`src/rtl/store_buffer.sv`:
```
// Posted-write FIFO in front of the data memory. It retires one store per cycle
// and forwards pending store data to a load whose address matches.
module store_buffer #(
  parameter int DEPTH = 4,
  parameter int PW    = 2
) (
  input  logic          clk,
  input  logic          reset,
  input  logic          st_valid,
  output logic          st_ready,
  input  logic [31:0]   st_addr,
  input  logic [31:0]   st_data,
  input  logic [31:0]   st_pc,
  input  logic [31:0]   ld_addr,
  output logic          ld_hit,
  output logic [31:0]   ld_data,
  input  logic          drain_en,
  output logic          MemWrite,
  output logic [31:0]   pc,
  output logic [31:0]   addr,
  output logic [31:0]   din,
  output logic [PW:0]   count,
  output logic          empty
);

  localparam logic [PW:0] FULL_COUNT = (PW+1)'(DEPTH);

  logic [31:0]   ent_addr [DEPTH];
  logic [31:0]   ent_data [DEPTH];
  logic [31:0]   ent_pc   [DEPTH];
  logic [PW-1:0] head;
  logic [PW-1:0] tail;
  logic          enq;

  assign st_ready = (count < FULL_COUNT);
  assign empty    = (count == '0);
  assign enq      = st_valid && st_ready;
  assign MemWrite = drain_en && !empty;
  assign pc       = ent_pc[head];
  assign addr     = ent_addr[head];
  assign din      = ent_data[head];

  always_ff @(posedge clk or posedge reset) begin
    if (reset) begin
      head  <= '0;
      tail  <= '0;
      count <= '0;
      for (int unsigned i = 0; i < DEPTH; i++) begin
        ent_addr[i] <= '0;
        ent_data[i] <= '0;
        ent_pc[i]   <= '0;
      end
    end else begin
      if (enq) begin
        ent_addr[tail] <= st_addr;
        ent_data[tail] <= st_data;
        ent_pc[tail]   <= st_pc;
        tail           <= tail + 1'b1;
      end
      if (MemWrite)
        head <= head + 1'b1;
      case ({enq, MemWrite})
        2'b10:   count <= count + 1'b1;
        2'b01:   count <= count - 1'b1;
        default: count <= count;
      endcase
    end
  end

  // Walk occupied entries oldest to youngest so the last match is the youngest.
  always_comb begin
    logic [PW-1:0] idx;
    idx     = '0;
    ld_hit  = 1'b0;
    ld_data = '0;
    for (int unsigned i = 0; i < DEPTH; i++) begin
      idx = head + PW'(i);
      if (((PW+1)'(i) < count) && (ent_addr[idx] == ld_addr)) begin
        ld_hit  = 1'b1;
        ld_data = ent_data[idx];
      end
    end
  end

endmodule

```
`config.mk`:
```
export PLATFORM = sky130hd
export DESIGN_NAME = store_buffer
export DESIGN_NICKNAME = d
export VERILOG_FILES = /design/src/rtl/store_buffer.sv
export SDC_FILE = /design/constraint.sdc
export NUM_CORES = 1
export LEC_CHECK = 0
export ABC_AREA = 0
export CAP_MARGIN = 5
export CORE_MARGIN = 10
export CORE_UTILIZATION = 35
export DETAILED_ROUTE_END_ITERATION = 10
export PLACE_DENSITY_LB_ADDON = 0.12
export SYNTH_ARGS = -nofsm -noshare
export SYNTH_HDL_FRONTEND = slang
export SYNTH_SLANG_ARGS = --single-unit
```
`constraint.sdc`:
```
create_clock -name clk -period 26.6 [get_ports clk]
set_input_delay 6.65 -clock clk [delete_from_list [all_inputs] [get_ports clk]]
set_output_delay 6.65 -clock clk [all_outputs]
set_load 0.05 [all_outputs]
```
==> results <==
- Summing the sequential cell areas from Yosys gives 39.21% of the chip area.
- The netlist uses 69 different library cells.
- The detailed-route DRC error count is 0.
- The worst path required time is 19.95 ns.
- Between clock sinks in the finished design, the worst skew comes to 0.02014 ns.
- Leaving out filler cells and counting taps, the final layout contains 3281.
- The reg-to-reg endpoint is ent_data[58].
- In this run, the number of DRC markers left after iteration 0 of detailed routing was 1372.
- For met3 alone, demand over resource in global routing was 4.600%.
- For this run, the detailed router's first-pass iteration total came to 8.
- The type of the tightest min-delay check is flop to flop.
- The leading cell type in the layout, fill and taps excluded is sky130_fd_sc_hd__mux2_2.
- Across the run, the number of max-cap violations was 0.
- The post-synth design cell area is 0.02496 mm^2.
- The number of hold-slack violations in the final timing report came to 0.
- The maximum buffer depth of the clock tree is 3.
- Synthesis produced a netlist with a net count of 2290.
- The critical path is of the primary input to output port type.
- For this run, the slowest stage of the critical path takes about 0.96 ns.
- Measured in cells, the most critical reg-to-reg path has a length of 4.
- The total I/O pin count is 267.
- Across every metal layer, demand over resource in global routing totals 20.53%.
- The number of max-slew violations in the final report is 0.
- The critical-path maximum fanout is 52.
- In this run the tightest slew margin relative to its limit is a little under a quarter.
- From bottom edge to top edge, the die measures 287.0 um.
- The minimum period implied by the final worst setup slack is around 18 ns.
- The tree is rooted in a sky130_fd_sc_hd__clkbuf_16.
- Using the TritonRoute via totals, the vias-per-cell ratio works out to 5.710.
- The number of antenna-violating nets in the routed design is 0.
- After floorplanning, the core was divided into 97 placement rows.
- The number of register bits inferred by synthesis is 391.
- The critical path starts at ld_addr[5].
- The final critical path takes up approximately two thirds of the cycle.
- The startpoint identified for the worst register-to-register timing path is count[2].
- Summing the areas of all fa, ha and maj instances in the mapped netlist gives less than 1% of the synthesized area.
- Buffers added to address setup during post-CTS repair amount to 0.
- The setup check on the worst reg-to-reg path leaves a slack of 23.15 ns.
- After clock tree synthesis, the clock-pin slew on the worst setup and hold paths is 0.06 ns.
- Yosys mapped a number of flops with a built-in enable equal to 0.
- The maximum number of pins on one net before global-route repair is 110.
- The floorplan step defined a die boundary enclosing about 0.082 mm^2.
- The number of warnings printed during yosys synthesis is 0.
- The layout-stage area growth over the synthesis result is 19.83%.
- The number of placed instances with taps included is 3188.
- The number of nets in the finished design is between 2000 and 2500.
- The maximum clock rate is 56.04 MHz.
- The share of flip-flops with an asynchronous set or reset after synthesis is 100.0%.
- Hold repair after CTS inserted 0 buffers.
- The category of the worst setup path launch point is a primary input.
- The most instantiated flip-flop cell in the synthesis netlist is sky130_fd_sc_hd__dfrtp_1.
- During placement, the flow inserted port buffers numbering 266.
- In the final layout, the multi-input gates occupy approximately 0.014 mm^2.
- Registers take 0.009792 mm^2.
- The die is approximately 290 um wide.
- The clock latency at the later pin of the worst-skew pair is 0.59 ns.
- The share of synthesized cell area in and, or, nand and nor gates is 7.024%.
- The number of antenna violations at the first check in global routing is 13.
- In the synthesized netlist, the number of instances is 2149.
- In this run the static leakage power is 11.97 nW.
- The clock sink total is between 300 and 400.
- Of the total synthesized cell area, the portion taken by XOR and XNOR cells is between 3 and 4%.
- The endpoint arrival time on the critical path is 11.19 ns.
- The worst setup path is captured at an output port.
- The dominant combinational cell family by area after synthesis is multiplexers.
- The critical path contains buffers and inverters numbering 4 combined.
- The total overflow left after global routing is 0.
- The number of global-route vias before repair is 19660.
- The starting density of the core is 35.45%.
- Adding up every negative setup slack in the final design gives 0 ns.
- The CTS tree is done.
- The peak supply drop is 93.10 uV.
- For this run, global-route usage on met2 was measured as 32.95%.
- The run finished with clean final reports.
- Summed over all instances, the cell type with the most area after synthesis is sky130_fd_sc_hd__dfrtp_1.
- After synthesis, the mean cell area works out to between 10 and 15 um^2.
- The share of cell area taken by muxes after synthesis is 35.99%.
- The floorplan step defined a core boundary enclosing slightly above 0.07 mm^2.
- The wire length per cell after detailed routing is 26.10 um.
- The final setup violation count is 0.
- In this run the number of H-tree levels came out at 2.
- Walking the worst path, the cells encountered are clkdlybuf4s50_1 > xor2_1 > nand4_1 > mux2_2 > nand4b_1 > buf_4 > nor2_4 > buf_4 > o21ai_0 > a2bb2oi_1 > clkdlybuf4s50_1.
- At the end of routability-driven placement, the weighted congestion stood at between 0.9 and 1.
- The synthesized netlist devotes about a tenth of its cell area to compound gates.
- At the pin with the least slew margin, the transition time is 1.149 ns.
- The first global-routing pass estimated about 130000 um of wire.
- Ranked by total cell area, the synthesized netlist is headed by sky130_fd_sc_hd__dfrtp_1 (39%), sky130_fd_sc_hd__mux2_2 (21%), sky130_fd_sc_hd__mux2i_1 (7.8%).
- The total power density per cell area is 158.9 mW/mm^2.
- The detailed-route wire length is 85640 um.
- The post-cts resize count is 0.
- The category of cells accounting for the largest share of critical-path delay is buffers and inverters.
- After filler insertion, the fill cell instance count of the layout stands at 6653.
- The wire-length estimate of the detail-placed layout is between 50000 and 60000 um.
- The master of the slowest instance on the critical path is sky130_fd_sc_hd__clkdlybuf4s50_1.
- The routed layout has 18740 vias.
- Setup repair after global routing left no endpoint under its margin.
- Of the cells placed in the final design, the portion with a size suffix greater than 1 is 29.08%.
- The top cell types in the final layout, fill and taps aside, are sky130_fd_sc_hd__mux2_2 (459), sky130_fd_sc_hd__dfrtp_1 (389), sky130_fd_sc_hd__clkdlybuf4s50_1 (266).
- Counting buffers and inverters, the worst setup path is 11 cells deep.
- The number of clock buffers added by TritonCTS is about 50.
- The area share of the largest cell type after synthesis is about two fifths.
- In the global route stage, met1 resource usage came out at 27.59%.
- The global routing stage identified its most utilized layer as met2.
- Following the worst setup path forward leads to its endpoint at ld_data[31].
## cells in the mapped netlist, drive strengths merged (5+ instances only)
cell and count:
o22ai 8, a2bb2oi 35, ha 9, a22oi 11
buf 92, o31a 30, mux4 81, nor3 14
inv 15, or4 45, nor2b 37, o31ai 8
a31oi 35, dfrtp 391, xnor2 81, nand2 57
nand2b 12, o21ai 112, or3b 14, clkbuf 109
o211ai 5, nor3b 14, a21oi 81, xor2 32
nor4 9, nor2 83, mux2i 196, nand4 15
mux2 461, a211oi 5
## area by class of cell
cell class,count,share of cell area [%]
antenna,6,0.05021
clock buffer,73,4.770
clock inverter,14,0.9456
inverter,15,0.2134
multi-input combinational,1542,47.59
sequential,391,32.74
tap,940,3.933
timing repair buffer,300,9.757
## routing by layer
layer / vias up / part of all wire [%]
met2: 539 / 47
met5: - / 0.10
met4: 16 / 2.2
met1: 9683 / 44
met3: 118 / 6.4
li1: 8379 / -
## cells by family (layout without fill, tap and decap cells)
logic type,Yosys count,after routing
muxes,738,738
xor gates and xnor gates,113,113
and+or+nand+nor,318,318
adders and majority gates,9,9
buffers and inverters,216,402
DFF,391,391
AOI/OAI and AO/OA,364,364
other,0,6
## registers in the layout (all words and copies together) (netlist names)
| register | cells |
|---|---|
| head | 2 |
| ent_pc | 128 |
| ent_addr | 128 |
| ent_data | 128 |
| tail | 2 |
| count | 3 |
## power breakdown
part           switching [mW]  internal [mW]
Sequential              0.242          0.899
Clock                   0.269          0.439
Combinational            1.69           1.21
Total                    2.20           2.55
## how the worst min path moves through the flow
stage          cells after the start  slack (ns)  startpoint         end
2_1_floorplan                      1        0.47  ent_pc[54]  ent_pc[54]
6_report                           1        0.50  ent_pc[71]  ent_pc[71]
3_3_place_gp                       1        0.48  ent_pc[58]  ent_pc[58]
4_1_cts                            1        0.50  ent_pc[71]  ent_pc[71]
5_1_grt                            1        0.52  ent_pc[22]  ent_pc[22]
3_5_place_dp                       1        0.49  ent_pc[71]  ent_pc[71]
## stage by stage
stage / cell area (um^2) / hold slack [ns] / total power, mW / setup slack (ns) / utilization [%]
2_1_floorplan: 24960 / 0.4739 / 3.177 / 9.081 / -
3_3_place_gp: 28180 / 0.4807 / 4.017 / 8.735 / 40.03
3_5_place_dp: 28180 / 0.4872 / 4.050 / 8.806 / 40.03
4_1_cts: 29890 / 0.5011 / 4.791 / 8.797 / 42.46
5_1_grt: 29890 / 0.5155 / 5.033 / 8.555 / 42.47
6_report: 29900 / 0.4979 / 4.753 / 8.755 / 42.48
No activity file was read; power rests on OpenSTA's default activity.
